===== src/rtl/dmem_pkg.sv =====
// Shared encodings, FSM state type and alignment predicate for the data-memory arbiter.
package dmem_pkg;

  localparam logic [1:0] SIZE_BYTE = 2'b00;
  localparam logic [1:0] SIZE_HALF = 2'b01;
  localparam logic [1:0] SIZE_WORD = 2'b10;
  localparam logic [1:0] SIZE_ILL  = 2'b11;

  typedef enum logic [1:0] {
    StIdle,
    StAccess,
    StMerge,
    StResp
  } state_e;

  // True when the access cannot be served: bad size or address not aligned to the access size.
  function automatic logic misaligned(input logic [1:0] size, input logic [1:0] off);
    logic bad;
    case (size)
      SIZE_BYTE: bad = 1'b0;
      SIZE_HALF: bad = off[0];
      SIZE_WORD: bad = |off;
      default:   bad = 1'b1;
    endcase
    return bad;
  endfunction

endpackage


===== src/rtl/dmem_lane_unit.sv =====
// Byte-lane datapath: load lane extraction with sign/zero extension, and sub-word store merge.
module dmem_lane_unit
  import dmem_pkg::*;
(
  input  logic [1:0]  size_i,
  input  logic [1:0]  off_i,
  input  logic        unsigned_i,
  input  logic [31:0] old_i,
  input  logic [31:0] wdata_i,
  output logic [31:0] load_o,
  output logic [31:0] merge_o
);

  logic [7:0]  byte_sel;
  logic [15:0] half_sel;

  assign byte_sel = old_i[{off_i, 3'b000} +: 8];
  assign half_sel = old_i[{off_i[1], 4'b0000} +: 16];

  // Select the load result and the merged store word for the requested size.
  always_comb begin
    load_o  = old_i;
    merge_o = wdata_i;
    case (size_i)
      SIZE_BYTE: begin
        load_o  = {{24{~unsigned_i & byte_sel[7]}}, byte_sel};
        merge_o = old_i;
        merge_o[{off_i, 3'b000} +: 8] = wdata_i[7:0];
      end
      SIZE_HALF: begin
        load_o  = {{16{~unsigned_i & half_sel[15]}}, half_sel};
        merge_o = old_i;
        merge_o[{off_i[1], 4'b0000} +: 16] = wdata_i[15:0];
      end
      default: begin
        load_o  = old_i;
        merge_o = wdata_i;
      end
    endcase
  end

endmodule


===== src/rtl/dmem_arbiter.sv =====
// Round-robin arbiter sharing one word-wide data memory between two requesters, with
// byte/halfword loads and read-modify-write sub-word stores.
module dmem_arbiter
  import dmem_pkg::*;
#(
  parameter int unsigned ADDR_W  = 32,
  parameter int unsigned RR_INIT = 0
) (
  input  logic              clk_i,
  input  logic              rst_i,
  input  logic              m0_valid_i,
  output logic              m0_ready_o,
  input  logic              m0_we_i,
  input  logic [1:0]        m0_size_i,
  input  logic              m0_unsigned_i,
  input  logic [ADDR_W-1:0] m0_adr_i,
  input  logic [31:0]       m0_wdata_i,
  output logic              m0_rsp_valid_o,
  output logic [31:0]       m0_rsp_data_o,
  output logic              m0_rsp_err_o,
  input  logic              m1_valid_i,
  output logic              m1_ready_o,
  input  logic              m1_we_i,
  input  logic [1:0]        m1_size_i,
  input  logic              m1_unsigned_i,
  input  logic [ADDR_W-1:0] m1_adr_i,
  input  logic [31:0]       m1_wdata_i,
  output logic              m1_rsp_valid_o,
  output logic [31:0]       m1_rsp_data_o,
  output logic              m1_rsp_err_o,
  output logic [ADDR_W-1:0] mem_adr_o,
  output logic [31:0]       mem_wd_o,
  output logic              mem_we_o,
  input  logic [31:0]       mem_rd_i
);

  state_e            state_q;
  logic              prio_q;
  logic              grant_q;
  logic              we_q;
  logic [1:0]        size_q;
  logic              uns_q;
  logic [1:0]        off_q;
  logic [31:0]       wdata_q;
  logic              err_q;
  logic [ADDR_W-1:0] mem_adr_q;
  logic [31:0]       mem_wd_q;
  logic              mem_we_q;
  logic [1:0]        rsp_valid_q;
  logic [31:0]       rsp_data_q;
  logic              rsp_err_q;

  logic              win_m0, win_m1, idle_ok, accept;
  logic              in_we, in_uns, in_err;
  logic [1:0]        in_size;
  logic [ADDR_W-1:0] in_adr;
  logic [31:0]       in_wdata;
  logic [31:0]       load_data, merge_data;

  // Priority master wins a tie; a lone requester wins regardless of priority.
  assign win_m0     = m0_valid_i & (~prio_q | ~m1_valid_i);
  assign win_m1     = m1_valid_i & (prio_q | ~m0_valid_i);
  assign idle_ok    = (state_q == StIdle) & ~rst_i;
  assign m0_ready_o = idle_ok & win_m0;
  assign m1_ready_o = idle_ok & win_m1;
  assign accept     = m0_ready_o | m1_ready_o;

  assign in_we    = m1_ready_o ? m1_we_i       : m0_we_i;
  assign in_size  = m1_ready_o ? m1_size_i     : m0_size_i;
  assign in_uns   = m1_ready_o ? m1_unsigned_i : m0_unsigned_i;
  assign in_adr   = m1_ready_o ? m1_adr_i      : m0_adr_i;
  assign in_wdata = m1_ready_o ? m1_wdata_i    : m0_wdata_i;
  assign in_err   = misaligned(in_size, in_adr[1:0]);

  dmem_lane_unit u_lane (
    .size_i     (size_q),
    .off_i      (off_q),
    .unsigned_i (uns_q),
    .old_i      (mem_rd_i),
    .wdata_i    (wdata_q),
    .load_o     (load_data),
    .merge_o    (merge_data)
  );

  // Arbiter FSM with registered memory and response outputs.
  always_ff @(posedge clk_i) begin
    if (rst_i) begin
      state_q     <= StIdle;
      prio_q      <= 1'(RR_INIT);
      grant_q     <= 1'b0;
      we_q        <= 1'b0;
      size_q      <= SIZE_BYTE;
      uns_q       <= 1'b0;
      off_q       <= 2'b00;
      wdata_q     <= '0;
      err_q       <= 1'b0;
      mem_adr_q   <= '0;
      mem_wd_q    <= '0;
      mem_we_q    <= 1'b0;
      rsp_valid_q <= 2'b00;
      rsp_data_q  <= '0;
      rsp_err_q   <= 1'b0;
    end else begin
      unique case (state_q)
        StIdle: begin
          if (accept) begin
            grant_q <= m1_ready_o;
            we_q    <= in_we;
            size_q  <= in_size;
            uns_q   <= in_uns;
            off_q   <= in_adr[1:0];
            wdata_q <= in_wdata;
            err_q   <= in_err;
            // Address goes out on the accept edge so mem_rd is valid throughout ACCESS.
            if (!in_err) mem_adr_q <= {in_adr[ADDR_W-1:2], 2'b00};
            if (!in_err && in_we && in_size == SIZE_WORD) begin
              mem_we_q <= 1'b1;
              mem_wd_q <= in_wdata;
            end
            state_q <= StAccess;
          end
        end
        StAccess: begin
          mem_we_q <= 1'b0;
          if (err_q) begin
            rsp_err_q            <= 1'b1;
            rsp_data_q           <= '0;
            rsp_valid_q[grant_q] <= 1'b1;
            state_q              <= StResp;
          end else if (!we_q) begin
            rsp_data_q           <= load_data;
            rsp_valid_q[grant_q] <= 1'b1;
            state_q              <= StResp;
          end else if (size_q == SIZE_WORD) begin
            rsp_data_q           <= '0;
            rsp_valid_q[grant_q] <= 1'b1;
            state_q              <= StResp;
          end else begin
            mem_wd_q <= merge_data;
            mem_we_q <= 1'b1;
            state_q  <= StMerge;
          end
        end
        StMerge: begin
          mem_we_q             <= 1'b0;
          rsp_data_q           <= '0;
          rsp_valid_q[grant_q] <= 1'b1;
          state_q              <= StResp;
        end
        StResp: begin
          rsp_valid_q <= 2'b00;
          rsp_err_q   <= 1'b0;
          rsp_data_q  <= '0;
          prio_q      <= ~grant_q;
          state_q     <= StIdle;
        end
      endcase
    end
  end

  assign mem_adr_o = mem_adr_q;
  assign mem_wd_o  = mem_wd_q;
  // Reset must suppress a write already registered for the current cycle.
  assign mem_we_o  = mem_we_q & ~rst_i;

  assign m0_rsp_valid_o = rsp_valid_q[0];
  assign m1_rsp_valid_o = rsp_valid_q[1];
  assign m0_rsp_data_o  = rsp_valid_q[0] ? rsp_data_q : 32'h0;
  assign m1_rsp_data_o  = rsp_valid_q[1] ? rsp_data_q : 32'h0;
  assign m0_rsp_err_o   = rsp_valid_q[0] & rsp_err_q;
  assign m1_rsp_err_o   = rsp_valid_q[1] & rsp_err_q;

endmodule


===== config.mk =====
export PLATFORM = sky130hd
export DESIGN_NAME = dmem_arbiter
export DESIGN_NICKNAME = d
export VERILOG_FILES = /design/src/rtl/dmem_pkg.sv /design/src/rtl/dmem_lane_unit.sv /design/src/rtl/dmem_arbiter.sv
export SDC_FILE = /design/constraint.sdc
export NUM_CORES = 1
export LEC_CHECK = 0
export ABC_AREA = 1
export BUFFER_PORTS_ARGS = -buffer_cell sky130_fd_sc_hd__buf_2
export CAP_MARGIN = 0
export CORE_MARGIN = 1.5
export CORE_UTILIZATION = 55
export CTS_CLUSTER_DIAMETER = 150
export DETAILED_ROUTE_END_ITERATION = 8
export PLACE_DENSITY_LB_ADDON = 0.08
export SETUP_SLACK_MARGIN = 0.4
export SLEW_MARGIN = 0
export SYNTH_ARGS = -nofsm -noshare
export SYNTH_HDL_FRONTEND = slang
export SYNTH_SLANG_ARGS = --single-unit

===== constraint.sdc =====
create_clock -name clk_i -period 3.8 [get_ports clk_i]
set_clock_uncertainty 0.05 [all_clocks]
set_input_delay 0.19 -clock clk_i [delete_from_list [all_inputs] [get_ports clk_i]]
set_output_delay 0.19 -clock clk_i [all_outputs]
set_load 0.02 [all_outputs]

**Word level (Yosys, flattened, before mapping)**

Index checks and enable logic that the tools add are counted.
W data, S select, Z words.

- Input bits: 172
- Register bits after elaboration: 141

- Reduce and logical (&&, ||, !) cells: 21
- Order comparisons: 2
- Mux-type cells: 41
- Bitwise gates (word level): 21
- Equal/unequal tests: 14
- $add $sub $neg: 2
- Shifts and indexed selects: 6

Operator list:

| cell | number |
|---|---|
| $mux W32 | 12 |
| $pmux W32 S2 | 4 |
| $bwmux W32 | 2 |
| $shift A16 B7 Y32 const A | 1 |
| $shift A8 B7 Y32 const A | 1 |
| $shiftx A16 B7 Y32 | 1 |
| $shiftx A32 B6 Y16 | 1 |
| $shiftx A32 B6 Y8 | 1 |
| $shiftx A8 B7 Y32 | 1 |
| $neg A5 Y7 | 2 |
| $mux W1 | 12 |
| $and A1 B1 Y1 | 10 |
| $mux W2 | 5 |
| $ne A2 B2 Y1 const B | 5 |
| $eq A2 B2 Y1 const B | 4 |
| $pmux W2 S4 | 1 |
| $reduce_and A2 Y1 | 4 |
| $not A1 Y1 | 7 |
| $eq A2 B1 Y1 const B | 3 |
| $logic_not A2 Y1 | 3 |
| $pmux W1 S3 | 2 |
| $pmux W2 S3 | 1 |
| $reduce_and A3 Y1 | 2 |
| $reduce_and A6 Y1 | 1 |
| 13 further kinds | 21 |

**Depth between registers and ports, before layout**

- Word-level depth: 13
- Depth in mapped cells: 16
- Gate-level depth less buffers: 15

**By module**

From an unflattened synthesis, not the netlist that was laid out.

- Cells, all modules: 1498
- Area, all modules: 8972.4 um^2

Modules (own cells, without submodules):

| module | instances | area each (um^2) | cells an instance |
|---|---|---|---|
| dmem_arbiter | 1 | 7079.3 | 1094 |
| dmem_lane_unit | 1 | 1893.1 | 404 |

**Least setup slack after synthesis**

OpenSTA, ideal clock, no wires.

- Kind: register to register
- From: reg off_q[0]
- To: reg mem_wd_q[5], in the netlist mem_wd_o[5]
- Setup slack: 1383 ps
- Data required time: 3686 ps
- Cell stages (with the launch flop): 15
- Data arrival time: 2303 ps
- Library setup time: 64 ps
- Cell sequence: dfxtp_1 > clkbuf_1 > inv_1 > clkbuf_1 > ha_1 > clkbuf_1 > inv_1 > nand4_1 > a21oi_1 > nand2_1 > nand2_1 > nand2_1 > nand3_1 > nand2_1 > nor2_1

- Longest elaborated chain between the ends: 8
- Elaborated cells on any way between the ends: 9
- Classes of those cells: add/sub (1); shift (2); mux (6)

RTL lines:

| item | RTL line | RTL |
|---|---|---|
| from (decl) | dmem_arbiter.sv:43 | `logic [1:0] off_q;` |
| from (signal assigned) | dmem_arbiter.sv:111 | `off_q <= in_adr[1:0];` |
| $neg A5 Y7 (*) | dmem_lane_unit.sv:28 | `merge_o[{off_i, 3'b000} +: 8] = wdata_i[7:0];` |
| $shiftx A8 B7 Y32 / $shift A8 B7 Y32 (equally long branches) | dmem_lane_unit.sv:28 |  |
| $bwmux W32 (*) | dmem_lane_unit.sv:28 |  |
| $pmux W32 S2 (*) | dmem_lane_unit.sv:24 | `case (size_i)` |
| $mux W32 (*) | dmem_arbiter.sv:134 | `end else if (size_q == SIZE_WORD) begin` |
| $mux W32 (*) | dmem_arbiter.sv:130 | `end else if (!we_q) begin` |
| $mux W32 (*) | dmem_arbiter.sv:125 | `if (err_q) begin` |
| $pmux W32 S2 (*) | dmem_arbiter.sv:104 | `unique case (state_q)` |
| to (signal assigned) | dmem_arbiter.sv:118 | `mem_wd_q <= in_wdata;` |
| to (signal assigned) | dmem_arbiter.sv:139 | `mem_wd_q <= merge_data;` |
| to (decl) | dmem_arbiter.sv:47 | `logic [31:0] mem_wd_q;` |

Mark *: on every way between the ends. The rest lies on a longest branch, timed or not. The select of a mux whose other input is x is not followed.
A chain may end at the register's enable or synchronous reset.

**Final worst setup path**

- From: reg state_q[1]
- To: out m1_ready_o

- Longest elaborated chain between the ends: 3

RTL lines:

| item | RTL line | RTL |
|---|---|---|
| from (decl) | dmem_arbiter.sv:37 | `state_e state_q;` |
| from (signal assigned) | dmem_arbiter.sv:88 | `state_q <= StIdle;` |
| from (signal assigned) | dmem_arbiter.sv:120 | `state_q <= StAccess;` |
| from (signal assigned) | dmem_arbiter.sv:129 | `state_q <= StResp;` |
| $logic_not A2 Y1 | dmem_arbiter.sv:63 | `assign idle_ok = (state_q == StIdle) & ~rst_i;` |
| $and A1 B1 Y1 | dmem_arbiter.sv:63 |  |
| $and A1 B1 Y1 | dmem_arbiter.sv:65 | `assign m1_ready_o = idle_ok & win_m1;` |
| to (decl) | dmem_arbiter.sv:22 | `output logic m1_ready_o,` |

No other way between the ends.

==> results_dict.tcl <==
set metrics [dict create \
    outcome "finished, final reports clean" \
    cp_slowest_stage_delay_ns 0.53 \
    tns_ns 0 \
    cts_max_level 4 \
    wl_per_cell_um 15.3 \
    clk_latency_ns 0.42 \
    crit_chain "inv_1, ha_1, inv_2, nor2_4, nand3_2, inv_2, buf_4, buf_2" \
    grt-ovfl-total 0 \
    vias 10426 \
    n_antenna_cell 0 \
    yosys_register_bits 141 \
    post_cts_buffers 0 \
    setup_viol 0 \
    grt_max_degree 89 \
    start_kind "flop" \
    fin_util_pct 69.4 \
    maxSlewHeadroom_pct 26.2 \
    critPathRequiredTime_ns 3.56 \
    path_max_fanout 60 \
    clockRootBuffer "clkbuf_16" \
    grt_setup_unrepaired "no" \
    yosysUniqueCellTypes 34 \
    cts.sinks 141 \
    path_delay_family "buffers and inverters" \
    ys_warn_count 0 \
    routed_wl_mm 29.8 \
    final_cell_mix "nand2_1, buf_2, inv_1" \
    die_h_um 130 \
    grt_pass1_wl_mm 46.3 \
    worstPathArrival_ns 2.68 \
    hold_path.class "in2reg" \
    fmax_mhz 342 \
    layout_commonest_cell "nand2_1" \
    tightest_slew_ns 1.11 \
    crit_path_frequent_cell "inv_2" \
    drcViolationCount 0 \
    port-buffer-count 304 \
    grt_pass1_vias 9161 \
    worst_slack_ns 0.876 \
    viasPerCell 5.36 \
    ioPinCount 307 \
    design.core.area_um2 15800 \
    drive_gt1_share_pct 21.8 \
    synth_edf_count 0 \
    post_cts_resized 0 \
    path_class "reg2out" \
    antenna_found_initial 0 \
    power.leakage_nw 6.14 \
    cts_tree "built" \
    place_congestion 0.970 \
    async_reset_ff_share_pct 0 \
    slew_viol_final 0 \
    first_iter_violations 997 \
    first_pass_iters 7 \
    cts_hold_buf 0 \
    initial_core_util_pct 56.0 \
    antenna_left 0 \
    powerDensity_nw_per_um2 688 \
    cp-end-kind "primary output" \
    die_w_um 130 \
    post-route-period-util_pct 76.9 \
    final_nets 1897 \
    synth_ff_type "dfxtp_1" \
    detailedPlace.worstSlack_ns 0.955 \
    cts_buffer_depth 2 \
    synth_area_um2 8820 \
    syn_avg_cell_area_um2 6.00 \
    ir_worst_vdd_uv 539 \
    cts-buffers-inserted 17 \
    clk_pin_slew_ns 0.06 \
    drv_cap 0 \
    grtUsageTotal_pct 35.1 \
    synthesis.instances 1470 \
    cp.buffers_inverters 5 \
    area.growth.synth_to_final_pct 24.1 \
    layout_min_cycle_time_ns 2.92 \
    dieArea_um2 16800 \
    ys_seq_area_share_pct 32.0 \
    num_rows 46 \
    finalHoldViolCount 0 \
    crit_slowest_cell "buf_4" \
    dp_hpwl_mm 21.9 \
]
## sequential cells by signal (all words and copies together) (netlist names), 2 cells and up
name / flops
mem_adr_o: 30
mem_wd_o: 32
off_q: 2
rsp_data_q: 32
rsp_valid_q: 2
size_q: 2
state_q: 2
wdata_q: 32
## report_power, final
group	switching, mW	total (mW)	internal [mW]
logic	2.46	3.60	1.14
clock network	0.668	1.65	0.987
registers	0.370	2.28	1.91
total	3.50	7.53	4.03
## final cells by class
class	count	area, µm²
clock buffer	20	447
clock inverter	12	136
sequential	141	2820
inverter	184	691
timing repair buffer	327	1710
fill	1541	4820
multi-input combinational	1044	4880
tap	216	270
## metrics by stage
| step | hold slack [ns] | std cells | total power [mW] | instance area (µm²) |
|---|---|---|---|---|
| 2_1_floorplan | 0.341 | 1471 | 4.80 | 8830 |
| 3_3_place_gp | 0.400 | 1912 | 5.77 | 10400 |
| 3_5_place_dp | 0.407 | 1912 | 5.84 | 10400 |
| 4_1_cts | 0.0445 | 1944 | 7.50 | 11000 |
| 5_1_grt | 0.0657 | 1944 | 8.07 | 11000 |
| 6_report | 0.0507 | 1944 | 7.53 | 11000 |
## final timing paths
check               startpoint             to  slack [ns]  cells past startpoint
setup / recovery    state_q[1]     m1_ready_o        0.88                      8
hold / removal    m1_adr_i[10]  mem_adr_o[10]        0.05                      5
setup reg to reg    state_q[1]    mem_wd_o[0]        0.95                     14
hold reg to reg        grant_q         prio_q        0.42                      1
## synthesized netlist by cell type (3+ instances only)
cell	instances	area, µm²
a31oi_1	4	25.0
clkbuf_1	54	203
nand2_2	3	18.8
o211ai_1	68	510
mux2i_1	4	40.0
nand2_1	467	1750
buf_1	6	22.5
a21oi_1	116	581
a22oi_1	7	52.6
dfxtp_1	141	2820
o22ai_1	5	31.3
o2111ai_1	8	70.1
nand3_1	92	460
nand4_1	15	93.8
o21ai_0	100	500
buf_2	40	200
nor2_4	3	33.8
inv_2	8	30.0
inv_1	175	657
ha_1	10	125
nor2_1	127	477
## layer usage
| metal | wire length (µm) | up-vias | global-route usage [%] |
|---|---|---|---|
| met5 | 0 | - | 0 |
| met4 | 721 | 0 | 11.3 |
| met3 | 2700 | 42 | 7.47 |
| li1 | - | 5210 | - |
| met2 | 13400 | 502 | 56.7 |
| met1 | 12900 | 4672 | 46.9 |
## cells by family (layout without fill, tap and decap cells)
kind of cell    Yosys count  in the layout  share of synthesized area [%]
fa+ha+maj                10             10                           1.42
flops                   141            141                           32.0
compound gates          313            313                           20.5
buf+inv                 286            543                           12.8
simple gates            715            715                           32.8
mux                       4              4                          0.454
other cells               1              2                         0.0425
## worst register-to-register path: stages (launching register included)
cell	delay [ns]
dfxtp_1	0.33
inv_1	0.14
ha_1	0.29
inv_2	0.07
nor2_4	0.14
nand3_2	0.30
buf_4	0.34
o21ai_1	0.20
nor2_1	0.07
nand2_1	0.08
nand2_2	0.15
nand2_2	0.38
nand2_1	0.12
nand2_1	0.08
nor2_1	0.04
No activity file was read; power rests on OpenSTA's default activity.
